File: src/rtl/cam_frame_writer_if.sv
// Pixel stream from the capture stage into the frame writer.
interface cam_frame_writer_if #(
    parameter int unsigned AW = 17
) ();
    logic          vsync;
    logic          buff_wr;
    logic [AW-1:0] addr_wr;
    logic [11:0]   data12;

    modport master (output vsync, output buff_wr, output addr_wr, output data12);
    modport slave  (input  vsync, input  buff_wr, input  addr_wr, input  data12);
endinterface

File: src/rtl/cam_frame_writer.sv
// Writes camera frames into a ping-pong frame buffer, validates frame length and
// publishes the last complete bank to the display side.
module cam_frame_writer #(
    parameter int unsigned FRAME_PIXELS = 76800,
    parameter int unsigned AW           = 17,
    parameter int unsigned CW           = 16
) (
    input  logic                pclk,
    input  logic                rst,
    cam_frame_writer_if.slave   pix,
    input  logic                rd_bank,
    output logic                bram_we,
    output logic [AW:0]         bram_addr,
    output logic [11:0]         bram_din,
    output logic                wr_bank,
    output logic                done_bank,
    output logic                done_valid,
    output logic                frame_done,
    output logic                frame_err,
    output logic [CW-1:0]       frame_count
);
    localparam logic [AW-1:0] FrameLen = AW'(FRAME_PIXELS);

    typedef enum logic [1:0] {StWaitLow, StWaitHigh, StCapture} state_e;

    state_e          state_q, state_d;
    logic            rd_meta_q, rd_s_q, vs_q;
    logic [AW-1:0]   pix_cnt_q, pix_cnt_d;
    logic            ovf_q, ovf_d;
    logic            bram_we_q, bram_we_d;
    logic [AW:0]     bram_addr_q, bram_addr_d;
    logic [11:0]     bram_din_q, bram_din_d;
    logic            wr_bank_q, wr_bank_d;
    logic            done_bank_q, done_bank_d;
    logic            done_valid_q, done_valid_d;
    logic            frame_done_q, frame_done_d;
    logic            frame_err_q, frame_err_d;
    logic [CW-1:0]   frame_count_q, frame_count_d;

    logic rise, fall, strobe, addr_ok, addr_hi, frame_good;

    assign rise       = pix.vsync & ~vs_q;
    assign fall       = ~pix.vsync & vs_q;
    assign strobe     = (state_q == StCapture) & pix.buff_wr & pix.vsync;
    assign addr_ok    = (pix.addr_wr != '0) && (pix.addr_wr <= FrameLen);
    assign addr_hi    = pix.addr_wr > FrameLen;
    assign frame_good = (pix_cnt_q == FrameLen) && !ovf_q;

    always_ff @(posedge pclk) begin
        if (rst) begin
            state_q       <= StWaitLow;
            rd_meta_q     <= 1'b0;
            rd_s_q        <= 1'b0;
            vs_q          <= 1'b0;
            pix_cnt_q     <= '0;
            ovf_q         <= 1'b0;
            bram_we_q     <= 1'b0;
            bram_addr_q   <= '0;
            bram_din_q    <= '0;
            wr_bank_q     <= 1'b0;
            done_bank_q   <= 1'b0;
            done_valid_q  <= 1'b0;
            frame_done_q  <= 1'b0;
            frame_err_q   <= 1'b0;
            frame_count_q <= '0;
        end else begin
            state_q       <= state_d;
            rd_meta_q     <= rd_bank;
            rd_s_q        <= rd_meta_q;
            vs_q          <= pix.vsync;
            pix_cnt_q     <= pix_cnt_d;
            ovf_q         <= ovf_d;
            bram_we_q     <= bram_we_d;
            bram_addr_q   <= bram_addr_d;
            bram_din_q    <= bram_din_d;
            wr_bank_q     <= wr_bank_d;
            done_bank_q   <= done_bank_d;
            done_valid_q  <= done_valid_d;
            frame_done_q  <= frame_done_d;
            frame_err_q   <= frame_err_d;
            frame_count_q <= frame_count_d;
        end
    end

    // Waiting for vsync low first drops any frame already in flight at reset.
    always_comb begin
        state_d = state_q;
        unique case (state_q)
            StWaitLow:  if (!pix.vsync) state_d = StWaitHigh;
            StWaitHigh: if (rise)       state_d = StCapture;
            StCapture:  if (fall)       state_d = StWaitHigh;
            default:                    state_d = StWaitLow;
        endcase
    end

    always_comb begin
        pix_cnt_d     = pix_cnt_q;
        ovf_d         = ovf_q;
        bram_we_d     = 1'b0;
        bram_addr_d   = bram_addr_q;
        bram_din_d    = bram_din_q;
        wr_bank_d     = wr_bank_q;
        done_bank_d   = done_bank_q;
        done_valid_d  = done_valid_q;
        frame_done_d  = 1'b0;
        frame_err_d   = 1'b0;
        frame_count_d = frame_count_q;

        // Lock onto the bank the display is not reading for the whole frame.
        if (state_q == StWaitHigh && rise) begin
            wr_bank_d = ~rd_s_q;
            pix_cnt_d = '0;
            ovf_d     = 1'b0;
        end

        if (strobe && addr_ok) begin
            bram_we_d   = 1'b1;
            bram_addr_d = {wr_bank_q, pix.addr_wr - AW'(1)};
            bram_din_d  = pix.data12;
            if (pix_cnt_q != '1) pix_cnt_d = pix_cnt_q + AW'(1);
        end
        if (strobe && addr_hi) ovf_d = 1'b1;

        if (state_q == StCapture && fall) begin
            if (frame_good) begin
                frame_done_d  = 1'b1;
                done_bank_d   = wr_bank_q;
                done_valid_d  = 1'b1;
                frame_count_d = frame_count_q + CW'(1);
            end else begin
                frame_err_d = 1'b1;
            end
        end
    end

    assign bram_we     = bram_we_q;
    assign bram_addr   = bram_addr_q;
    assign bram_din    = bram_din_q;
    assign wr_bank     = wr_bank_q;
    assign done_bank   = done_bank_q;
    assign done_valid  = done_valid_q;
    assign frame_done  = frame_done_q;
    assign frame_err   = frame_err_q;
    assign frame_count = frame_count_q;
endmodule

File: src/flat_wrapper.sv
// flat-port wrapper written by rule: the top's interface ports become plain ports
module cam_frame_writer_flat 
#(
    parameter int unsigned FRAME_PIXELS = 76800,
    parameter int unsigned AW           = 17,
    parameter int unsigned CW           = 16
)
  (pclk, rst, rd_bank, bram_we, bram_addr, bram_din, wr_bank, done_bank, done_valid, frame_done, frame_err, frame_count, pix_vsync, pix_buff_wr, pix_addr_wr, pix_data12);
  cam_frame_writer_if #(.AW(AW)) pix_i ();
  input  logic pclk;
  input  logic rst;
  input  logic rd_bank;
  output logic bram_we;
  output logic [AW:0] bram_addr;
  output logic [11:0] bram_din;
  output logic wr_bank;
  output logic done_bank;
  output logic done_valid;
  output logic frame_done;
  output logic frame_err;
  output logic [CW-1:0] frame_count;
  input wire logic [$bits(pix_i.vsync)-1:0] pix_vsync;
  input wire logic [$bits(pix_i.buff_wr)-1:0] pix_buff_wr;
  input wire logic [$bits(pix_i.addr_wr)-1:0] pix_addr_wr;
  input wire logic [$bits(pix_i.data12)-1:0] pix_data12;
  assign pix_i.vsync = pix_vsync;
  assign pix_i.buff_wr = pix_buff_wr;
  assign pix_i.addr_wr = pix_addr_wr;
  assign pix_i.data12 = pix_data12;
  cam_frame_writer #(.FRAME_PIXELS(FRAME_PIXELS), .AW(AW), .CW(CW)) u_core (.pclk(pclk), .rst(rst), .pix(pix_i), .rd_bank(rd_bank), .bram_we(bram_we), .bram_addr(bram_addr), .bram_din(bram_din), .wr_bank(wr_bank), .done_bank(done_bank), .done_valid(done_valid), .frame_done(frame_done), .frame_err(frame_err), .frame_count(frame_count));
endmodule
File: config.mk
export PLATFORM = sky130hd
export DESIGN_NAME = cam_frame_writer_flat
export DESIGN_NICKNAME = d
export VERILOG_FILES = /design/src/rtl/cam_frame_writer_if.sv /design/src/rtl/cam_frame_writer.sv /design/src/flat_wrapper.sv
export SDC_FILE = /design/constraint.sdc
export NUM_CORES = 1
export LEC_CHECK = 0
export BUFFER_PORTS_ARGS = -buffer_cell sky130_fd_sc_hd__buf_2
export CAP_MARGIN = 20
export CORE_ASPECT_RATIO = 1.1
export CORE_UTILIZATION = 58
export CTS_CLUSTER_SIZE = 30
export DETAILED_ROUTE_END_ITERATION = 10
export GPL_ROUTABILITY_DRIVEN = 1
export PLACE_DENSITY = 0.87
export SLEW_MARGIN = 20
export SYNTH_ARGS = -nofsm -noshare
export SYNTH_HDL_FRONTEND = slang
export SYNTH_SLANG_ARGS = --single-unit
File: constraint.sdc
create_clock -name pclk -period 7.9 [get_ports pclk]
set_clock_uncertainty 0.2 [all_clocks]
set_input_delay 0.395 -clock pclk [delete_from_list [all_inputs] [get_ports pclk]]
set_output_delay 0.395 -clock pclk [all_outputs]
set_load 0.01 [all_outputs]
==> key figures, run 1 <==
Run status
  • Status: finished, final reports clean

Finish
  • Antenna diode count: 0
  • Area growth, synth to finish: 15.5%
  • Nets: 538
  • Fraction of layout cells with a size suffix above 1: 26.8%

Detailed routing
  • Routed vias: 3479
  • Average wire length per cell after detail routing: 14.7 microns
  • Number of nets with antenna violations after routing: 0
  • DRT iter0 DRCs: 307
  • Drt total wl: 8590 microns
  • DRC errors left: 0
  • TritonRoute pass-1 iters: 4
  • Via density: 5.97

Synthesis
  • Synth unique cells: 59
  • Net count of the mapped netlist: 465
  • Most numerous cell in the Yosys netlist: dfxtp_1
  • Post-synthesis area per instance: 8.78 sq um
  • Yosys Warn Count: 0
  • Share of synthesized area occupied by flip-flops and latches: 40.1%
  • Synthesized area: 3740 sq um
  • Synthesized flop and latch total: 75
  • Dominant register cell in the synthesized netlist: dfxtp_1
  • List of most frequent post-synthesis cells: dfxtp_1 (75), nor2_1 (42), a21oi_1 (38), nand3_1 (29), nand2_1 (19)
  • Area leader, netlist: dfxtp_1
  • Share of synthesized flip-flops with an asynchronous set or reset: 0%
  • Number of enable-type register cells in the synthesized netlist: 0
  • Share of the synthesized area in the top cell type: 40.1%
  • Synth Instances: 426
  • Largest cells by area after synthesis: dfxtp_1 (40%), a21oi_1 (5.1%), nor2_1 (4.2%)

STA
  • Fin crit share: 36.6%
  • Unrepaired setup endpoints after global routing: false
  • Max_slew headroom: 31.0%
  • Maximum clock frequency: 346 MHz
  • Number of max-slew violations in the final report: 0
  • Worst Setup Slack, final: 5010 ps
  • Endpoints failing hold: 0
  • Pin slew with the least headroom to its limit: 1030 ps
  • Worst hold slack after final layout: 64.2 ps
  • Setup TNS after final layout: 0 ps
  • Setup-failing EPs final: 0
  • Final critical path time including I/O delays and setup: 2890 ps

Clock tree
  • Buffer depth of the longest clock path: 2
  • Clock slew at the register clock pins of the worst setup and hold paths: 80 ps
  • Clock buffers created by TritonCTS: 9
  • TritonCTS Sinks: 75
  • Clock Root Buffer: clkbuf_8
  • Number of levels the H-tree was split into: 3
  • Cts-stage hold buffer count: 0
  • Clock latency at the later pin of the worst-skew pair: 360 ps
  • Buffer count from post-CTS setup fixing: 0
  • Total of cells resized after clock tree synthesis: 0
  • CTS tree: built

Worst setup path
  • Endpoint class of the critical path: flop
  • Crit path required time: 7940 ps
  • Critical path data arrival time: 2930 ps
  • Internal reg-to-reg setup slack: 5010 ps
  • Critical path launch point type: flop
  • Startpoint-to-endpoint class of the critical path: reg -> reg
  • Largest fanout on the critical path: 7

Placed design
  • GP Congestion: 0.911
  • Worst-case setup slack after placement: 4740 ps
  • Number of port buffers: 85
  • Final HPWL DP: 5830 microns

Floorplan
  • Cell row count: 30
  • Die Height: 86.2 microns
  • Full die area: 6780 sq um
  • Effective utilization at floorplan: 60.4%
  • Area inside the core boundary: 6190 sq um
  • Die width: 78.6 microns
  • Boundary Pins: 86

GRT
  • Total grt overflow: 0
  • Maximum number of pins on one net before global-route repair: 89
  • First-pass GRT wire length: 14600 microns
  • Number of antenna violations at the first check in global routing: 0
  • All-Layer GR Usage: 27.1%
  • Via count of the first global-routing pass: 3249

Power
  • Leakage Power: 0.00167 uW
  • Peak VDD IR: 0.112 mV
  • Areal power density over the cells: 165 nW/um^2

Run
  • Number of violations of the max-capacitance limit: 0

Min path
  • Class of the worst hold path: in -> reg
==> layout by cell type, fill, tap and decap left out, drive strengths merged, types with 3 or more instances in the layout <==
master,count
xor2,6
dfxtp,75
and4,3
o21ai,16
mux2,10
nor4,13
nor3,15
a211o,3
nor3b,6
inv,11
xnor2,14
a21oi,38
or2,7
nand2b,4
o311ai,5
ha,5
nor4bb,3
nand2,19
mux2i,7
a211oi,15
and3,6
clkbuf,9
nand4,11
buf,90
or4,5
nor2,43
nor2b,9
clkinv,3
nand3,29
==> sequential cells by signal, summed over array words and instances, names as in the netlist <==
| register | count |
|---|---|
| u_core.bram_addr | 18 |
| u_core.bram_din | 12 |
| u_core.bram_we | 1 |
| u_core.done_bank | 1 |
| u_core.done_valid | 1 |
| u_core.frame_count | 16 |
| u_core.frame_done | 1 |
| u_core.frame_err | 1 |
| u_core.ovf_q | 1 |
| u_core.pix_cnt_q | 17 |
| u_core.rd_meta_q | 1 |
| u_core.rd_s_q | 1 |
| u_core.state_q | 2 |
| u_core.vs_q | 1 |
| u_core.wr_bank | 1 |
==> metal layers <==
metal / GRT usage, % / part of all wire, % / wire length (microns) / vias up
li1: - / - / - / 1697
met1: 33.7 / 43 / 3720 / 1649
met2: 45.8 / 50 / 4310 / 117
met3: 5.37 / 4.6 / 392 / 16
met4: 10.9 / 1.9 / 164 / 0
met5: 0 / 0 / 0 / -
==> worst max-delay path, stage by stage (launching register included) <==
cell	delay, ps
dfxtp_1	470
nand4_1	160
nor3_1	260
nand3_1	160
nor4_1	280
ha_1	320
and4b_1	230
and3_1	210
nand4_1	110
nor3_1	60
mux2_2	310
==> path summary, 6_finish.rpt <==
kind	cells past startpoint	startpoint	to
hold / removal	2	rd_bank	u_core.rd_meta_q
setup / recovery	10	u_core.pix_cnt_q[6]	u_core.pix_cnt_q[11]
hold reg to reg	1	u_core.rd_s_q	u_core.wr_bank
setup reg to reg	10	u_core.pix_cnt_q[6]	u_core.pix_cnt_q[11]
==> logic make-up after synthesis <==
family,after synthesis,synth area share (%)
buffers and inverters,38,5.62
AO/OA/AOI/OAI,89,15.2
flip-flops,75,40.1
XOR/XNOR,20,4.68
multiplexers,17,4.88
AND/OR/NAND/NOR,182,27.9
adder cells (fa/ha/maj),5,1.67
==> area by class of cell <==
class	instances	area, sq um
clock inverter	6	65.1
clock buffer	9	124
fill	483	1870
timing repair buffer	90	463
inverter	10	37.5
tap	80	100
sequential	75	1500
multi-input combinational	313	2030
==> power breakdown <==
group	total (uW)	internal [uW]	switching, uW
logic	42.7	17.0	25.8
clock network	290	145	145
registers	383	381	2.16
==> metrics by stage <==
| step | cells | utilization, % | power [uW] | instance area [sq um] |
|---|---|---|---|---|
| 6_report | 583 | 69.8 | 715 | 4320 |
| 5_1_grt | 583 | 69.8 | 738 | 4320 |
| 4_1_cts | 583 | 69.8 | 718 | 4320 |
| 3_5_place_dp | 568 | 66.7 | 434 | 4130 |
| 3_3_place_gp | 568 | 66.7 | 433 | 4130 |
| 2_1_floorplan | 426 | - | 415 | 3740 |
(Power assumes the default switching activity.)
==> inputs of run 2 (changes only) <==
Settings changed: CORE_UTILIZATION 58 to 54, PLACE_DENSITY 0.87 to 0.82.
Clock period 7.9 ns to 2.8 ns, I/O delays scaled along.
==> run 2 against run 1 <==
Net effect:
- the flow now finishes with violations (negative hold slack)
- first-iteration DRC count decreased by 50%
- final cell count increased by 6.3%
- combinational power increased to 3.6 times the previous value
- routed wire length increased by 14%
- sequential share of layout area decreased by 2.9 points
- register-to-register slack got worse by 4900 ps
- worst hold slack got worse by 70 ps
- fmax increased by 6.2%
- core utilization increased by 1.4 points
- non-clock buffer count increased by 34
- via count increased by 7.8%
- highest routed layer unchanged
==> key figures, run 2 (synthesis results as in run 1) <==
GRT
  • Total grt overflow: 0 (unchanged)
  • All-Layer GR Usage: 27.6% (+0.58 points)
  • Maximum number of pins on one net before global-route repair: 49 (-45%)
  • First-pass GRT wire length: 15500 microns (+6.2%)
  • Number of antenna violations at the first check in global routing: 0 (unchanged)
  • Via count of the first global-routing pass: 3421 (+5.3%)

Clock tree
  • Clock buffers created by TritonCTS: 9 (unchanged)
  • Buffer depth of the longest clock path: 2 (unchanged)
  • Clock Root Buffer: clkbuf_8
  • Clock slew at the register clock pins of the worst setup and hold paths: 80 ps (about the same)
  • CTS tree: built
  • TritonCTS Sinks: 75 (unchanged)
  • Buffer count from post-CTS setup fixing: 0 (unchanged)
  • Number of levels the H-tree was split into: 3 (unchanged)
  • Clock latency at the later pin of the worst-skew pair: 360 ps (about the same)

STA
  • Number of max-slew violations in the final report: 0 (unchanged)
  • Endpoints failing hold: 1 (+1)
  • Pin slew with the least headroom to its limit: 691 ps (-344 ps)
  • Fin crit share: 97.1% (+61 points)
  • Setup-failing EPs final: 0 (unchanged)
  • Worst hold slack after final layout: -6.17 ps (-70.4 ps)
  • Final critical path time including I/O delays and setup: 2720 ps (-169 ps)
  • Max_slew headroom: 53.8% (+23 points)
  • Maximum clock frequency: 368 MHz (+6.2%)

Power
  • Leakage Power: 0.00185 uW (+11%)
  • Peak VDD IR: 0.352 mV (+220%)
  • Clock share of power: 43.9% (+3.4 points)
  • Areal power density over the cells: 467 nW/um^2 (+180%)
  • Portion of total power attributed to combinational logic: 7.1% (+1.1 points)
  • Sequential Power Share: 49.0% (-4.5 points)
  • Internal portion of total power: 1680 uW (+210%)
  • Post-layout power: 2200 uW (+210%)
  • Proportion of total power due to net switching: 23.6% (-0.55 points)
  • Psw: 521 uW (+200%)

Finish
  • Area growth, synth to finish: 26.1%
  • Nets: 572 (+6.3%)
  • Most frequent cells in the layout: buf_2 (85), dfxtp_1 (75), nor2_1 (42)
  • Number of flip-flops in the largest register: 18 (unchanged)
  • Fraction of layout cells with a size suffix above 1: 27.0% (+0.11 points)
  • Antenna diode count: 0 (unchanged)
  • Number of fill cells: 492 (+1.9%)
  • Post-route standard cell area excluding fillers: 4720 sq um (+9.2%)
  • Most common cell after layout, fill and taps aside: buf_2

Worst setup path
  • Critical path data arrival time: 2730 ps (-200 ps)
  • Startpoint-to-endpoint class of the critical path: reg -> reg
  • Worst path top cell family by delay: simple AND/OR/NAND/NOR gates
  • Largest fanout on the critical path: 5 (-2)
  • Critical path launch point type: flop
  • Combined buffer and inverter count along the critical path: 1 (+1)
  • Crit path required time: 2810 ps (-5130 ps)
  • Internal reg-to-reg setup slack: 80 ps (-4930 ps)
  • Endpoint class of the critical path: flop
  • FF-to-FF Start: u_core.pix_cnt_q[8]
  • Endpoint of the worst register-to-register path: u_core.pix_cnt_q[8]
  • Largest incremental delay on the critical path: 510 ps (+40 ps)
  • Cells traversed along the worst timing path: nand4_1 > nor3_2 > nand3_1 > nor4_1 > ha_1 > buf_4 > nor3_1 > nand3_1 > o311ai_0 > o41ai_1
  • Most frequent CP cell: nand3_1
  • CP max-delay cell: nor3_1
  • Worst-case reg-to-reg path depth: 10 (unchanged)

Detailed routing
  • Number of nets with antenna violations after routing: 0 (unchanged)
  • TritonRoute pass-1 iters: 4 (unchanged)
  • DRT iter0 DRCs: 152 (-50%)
  • DRC errors left: 0 (unchanged)
  • Average wire length per cell after detail routing: 15.8 microns (+7.2%)
  • Via density: 6.05 (+1.3%)
  • Routed vias: 3749 (+7.8%)
  • Drt total wl: 9780 microns (+14%)

Min path
  • Hold Startpoint: pix_addr_wr[7]
  • End point of the most critical hold path: u_core.bram_addr[7]
  • Class of the worst hold path: in -> reg
  • Cell depth of the worst hold path: 3 (+1)

Floorplan
  • Area inside the core boundary: 6630 sq um (+7.1%)
  • Full die area: 7270 sq um (+7.2%)
  • Die Height: 89.3 microns (+3.6%)
  • Effective utilization at floorplan: 56.4% (-4.0 points)
  • Cell row count: 31 (+3.3%)
  • Boundary Pins: 86 (unchanged)
  • Die width: 81.4 microns (+3.5%)

Run
  • Number of violations of the max-capacitance limit: 0 (unchanged)

Run status
  • Status: finished, violations left
  • Violations in the final reports: negative hold slack

Placed design
  • Final HPWL DP: 6270 microns (+7.5%)
  • Number of port buffers: 85 (unchanged)
  • GP Congestion: 0.888 (-2.6%)
  • Instance area at placement: 4200 sq um (+1.6%)
==> run 2: routing by layer <==
layer | up-vias | part of all wire (%) | track usage (%)
li1 | 1770 | - | -
met1 | 1773 | 39 | 31.3
met2 | 173 | 51 | 49.0
met3 | 33 | 6.1 | 5.92
met4 | 0 | 3.3 | 13.3
met5 | - | 0 | 0
==> run 2: per-stage QoR <==
stage / utilization [%] / instances / setup TNS [ps] / setup slack, ps
after global routing: 71.2 / 620 / -67.6 / -40.9
after global placement: 63.3 / 577 / 0 / 241
after detailed placement: 63.3 / 577 / 0 / 156
final: 71.2 / 620 / 0 / 80.9
after floorplan: - / 426 / 0 / 308
after CTS: 70.9 / 620 / 0 / 57.9
==> run 2: worst register-to-register path: stages, from the launching register on <==
cell      delay, ps
dfxtp_1         360
nand4_1         150
nor3_2           70
nand3_1         120
nor4_1           70
ha_1            180
buf_4           150
nor3_1          510
nand3_1         200
o311ai_0        390
o41ai_1         170
==> run 2: cell type report <==
cell class	count	area (sq um)	area share, %
Clock inverter	6	96.3	2.04
Timing Repair Buffer	124	798	16.9
Sequential cell	75	1500	31.8
Inverter	10	37.5	0.795
Tap cell	82	103	2.17
Clock buffer	10	138	2.92
Multi-Input combinational cell	313	2050	43.3
==> run 2: worst max-delay path by stage <==
| stage | end | slack, ps | startpoint | cells after the start |
|---|---|---|---|---|
| after floorplan | u_core.pix_cnt_q[5] | 310 | u_core.pix_cnt_q[6] | 9 |
| after global placement | u_core.bram_addr[1] | 240 | pix_addr_wr[0] | 8 |
| after detailed placement | u_core.pix_cnt_q[11] | 160 | u_core.pix_cnt_q[6] | 10 |
| after CTS | u_core.bram_addr[0] | 60 | pix_addr_wr[0] | 9 |
| after global routing | u_core.bram_addr[3] | -40 | u_core.state_q[1] | 6 |
| final | u_core.pix_cnt_q[8] | 80 | u_core.pix_cnt_q[8] | 10 |
==> run 2: power by group through the flow <==
stage                     registers, uW  logic [uW]  clock network [uW]
after detailed placement           1110         122                   0
after floorplan                    1110        66.4                   0
after global routing               1080         169                1020
final                              1080         155                 969
after global placement             1100         118                   0
after CTS                          1080         151                 972
==> run 2: repair_timing <==
action | in CTS | in global routing
resized for setup | 0 | 3
endpoints found under the setup margin | 0 | 8
hold buffers | 27 | 0
endpoints found under the hold margin | 26 | 0
==> inputs of run 3 (changes only) <==
Settings changed: PLACE_DENSITY 0.82 to 0.8.
==> run 3 against run 2 <==
Net effect:
- the flow now finishes without violations
- count of clock-buffer cells in the layout is 1 lower
- fmax is 4.3% higher
- first-iteration DRC count is 41% higher
- global-route usage is 0.10 points lower
- core utilization is 0.28 points lower
- power is 8.0% lower
- routed wire length is 0.46% higher
- setup slack better by 110 ps
- final area is 0.40% lower
==> key figures, run 3 (synthesis results as in run 1) <==
Power
  • Leakage Power: 0.00184 uW (-0.64%)
  • Areal power density over the cells: 431 nW/um^2 (-7.7%)
  • Peak VDD IR: 0.329 mV (-6.4%)

Placed design
  • Number of port buffers: 85 (unchanged)
  • GP Congestion: 0.898 (+1.1%)
  • Placed Instances: 578 (+0.17%)
  • Final HPWL DP: 6200 microns (-0.98%)

GRT
  • Via count of the first global-routing pass: 3326 (-2.8%)
  • All-Layer GR Usage: 27.5% (-0.10 points)
  • Number of antenna violations at the first check in global routing: 0 (unchanged)
  • Maximum number of pins on one net before global-route repair: 49 (unchanged)
  • Total grt overflow: 0 (unchanged)
  • First-pass GRT wire length: 15300 microns (-1.0%)

Worst setup path
  • Cells traversed along the worst timing path: dlygate4sd3_1 > buf_2 > inv_1 > ha_1 > nor3b_4 > and4_1 > o21a_1 > buf_4 > nand2_1 > o41ai_1
  • Largest incremental delay on the critical path: 550 ps (+40 ps)
  • Crit path required time: 2850 ps (+40 ps)
  • Worst-case reg-to-reg path depth: 10 (unchanged)
  • Endpoint class of the critical path: flop
  • FF-to-FF Start: u_core.pix_cnt_q[9]
  • Critical path launch point type: input port
  • Startpoint-to-endpoint class of the critical path: in -> reg
  • Internal reg-to-reg setup slack: 190 ps (+110 ps)
  • Critical path data arrival time: 2650 ps (-80 ps)
  • Endpoint of the worst register-to-register path: u_core.pix_cnt_q[11]
  • CP max-delay cell: dlygate4sd3_1
  • Largest fanout on the critical path: 23 (+18)

STA
  • Number of max-slew violations in the final report: 0 (unchanged)
  • Setup-failing EPs final: 0 (unchanged)
  • Max_slew headroom: 49.1% (-4.7 points)
  • Fin crit share: 93.1% (-4.0 points)
  • Setup TNS after final layout: 0 ps (unchanged)
  • Unrepaired setup endpoints after global routing: false
  • Maximum clock frequency: 384 MHz (+4.3%)
  • Final critical path time including I/O delays and setup: 2610 ps (-112 ps)
  • Endpoints failing hold: 0 (-1)
  • Pin slew with the least headroom to its limit: 764 ps (+72.9 ps)

Detailed routing
  • Number of nets with antenna violations after routing: 0 (unchanged)
  • Average wire length per cell after detail routing: 15.8 microns (about the same)
  • Drt total wl: 9830 microns (+0.46%)
  • Routed vias: 3774 (+0.67%)
  • Via density: 6.06 (+0.18%)
  • DRC errors left: 0 (unchanged)
  • TritonRoute pass-1 iters: 5 (+1)
  • DRT iter0 DRCs: 215 (+41%)

Finish
  • Number of fill cells: 497 (+1.0%)
  • Nets: 575 (+0.52%)
  • Footprint of the multi-input gates: 2040 sq um (-0.43%)
  • Area growth, synth to finish: 25.6%
  • Area used by sequential logic in the layout: 1500 sq um (+0.17%)
  • Antenna diode count: 0 (unchanged)
  • Most common cell after layout, fill and taps aside: buf_2
  • Number of flip-flops in the largest register: 18 (unchanged)
  • Most frequent cells in the layout: buf_2 (85), dfxtp_1 (73), nor2_1 (42)
  • Filler-free cell count of the finished design: 623 (+0.48%)
  • Fraction of layout cells with a size suffix above 1: 27.0% (+0.035 points)

Clock tree
  • Clock latency at the later pin of the worst-skew pair: 360 ps (about the same)
  • Buffer depth of the longest clock path: 2 (unchanged)
  • Number of levels the H-tree was split into: 3 (unchanged)
  • Clock slew at the register clock pins of the worst setup and hold paths: 80 ps (about the same)
  • CTS tree: built
  • Clock buffers created by TritonCTS: 9 (unchanged)
  • Clock Root Buffer: clkbuf_8
  • TritonCTS Sinks: 75 (unchanged)

Min path
  • Hold Startpoint: pix_addr_wr[7]
  • End point of the most critical hold path: u_core.bram_addr[7]
  • Class of the worst hold path: in -> reg
  • Cell depth of the worst hold path: 3 (unchanged)

Floorplan
  • Die Height: 89.3 microns (unchanged)
  • Effective utilization at floorplan: 56.4% (unchanged)
  • Cell row count: 31 (unchanged)
  • Area inside the core boundary: 6630 sq um (unchanged)
  • Die width: 81.4 microns (unchanged)
  • Boundary Pins: 86 (unchanged)
  • Full die area: 7270 sq um (unchanged)

Run
  • Number of violations of the max-capacitance limit: 0 (unchanged)

Run status
  • Status: finished, final reports clean
run 3: power breakdown:
group / switching, uW / internal, uW / leakage, uW
clock: 447 / 335 / 0.0000886
combinational: 86.7 / 78.3 / 0.00114
sequential: 6.40 / 1070 / 0.000606
run 3: cell type report:
class / count / share of cell area [%]
inverters: 10 / 0.799
clock buffers: 9 / 2.64
repair buffers: 127 / 17.8
flip-flops and latches: 75 / 32.0
clock inverters: 7 / 1.22
multi-input cells: 313 / 43.3
well taps: 82 / 2.18
run 3: per-layer routing:
metal | global-route usage (%) | vias to the layer above | routed length (microns)
li1 | - | 1777 | -
met1 | 32.9 | 1800 | 3970
met2 | 46.4 | 163 | 4940
met3 | 5.61 | 34 | 641
met4 | 14.4 | 0 | 278
met5 | 0 | - | 0
run 3: through the flow:
| stage | setup slack, ps | utilization [%] | area, sq um | total power [uW] | hold slack (ps) |
|---|---|---|---|---|---|
| finish | 193 | 70.9 | 4700 | 2030 | 34.6 |
| global placement | 238 | 63.6 | 4220 | 1230 | 156 |
| detailed placement | 165 | 63.6 | 4220 | 1230 | 154 |
| CTS | 141 | 70.7 | 4690 | 2030 | 15.1 |
| floorplan | 308 | - | 3740 | 1170 | 36.6 |
| global route | 38.1 | 70.9 | 4700 | 2100 | 48.8 |
run 3: worst max-delay path: cells and delay by family:
kind,cells,cell delay (ps)
buf+inv,4,1050
simple gates,3,760
fa+ha+maj,1,210
compound gates,2,490
run 3: how the worst max path moves through the flow:
stage,from,to,slack [ps],cells after the start
after floorplan,u_core.pix_cnt_q[6],u_core.pix_cnt_q[5],310,9
after global placement,u_core.pix_cnt_q[6],u_core.pix_cnt_q[11],240,10
after detailed placement,u_core.pix_cnt_q[7],u_core.pix_cnt_q[11],160,10
after CTS,u_core.pix_cnt_q[7],u_core.pix_cnt_q[11],140,10
after global routing,u_core.pix_cnt_q[9],u_core.pix_cnt_q[11],40,10
final,pix_addr_wr[0],u_core.pix_cnt_q[14],190,10
run 3: repair_timing:
item | 4_1_cts | 5_1_grt
endpoints found under the setup margin | 0 | 13
hold buffers | 29 | 0
setup buffers | 0 | 0
gates resized for setup | 0 | 3
hold endpoints to repair | 30 | 0
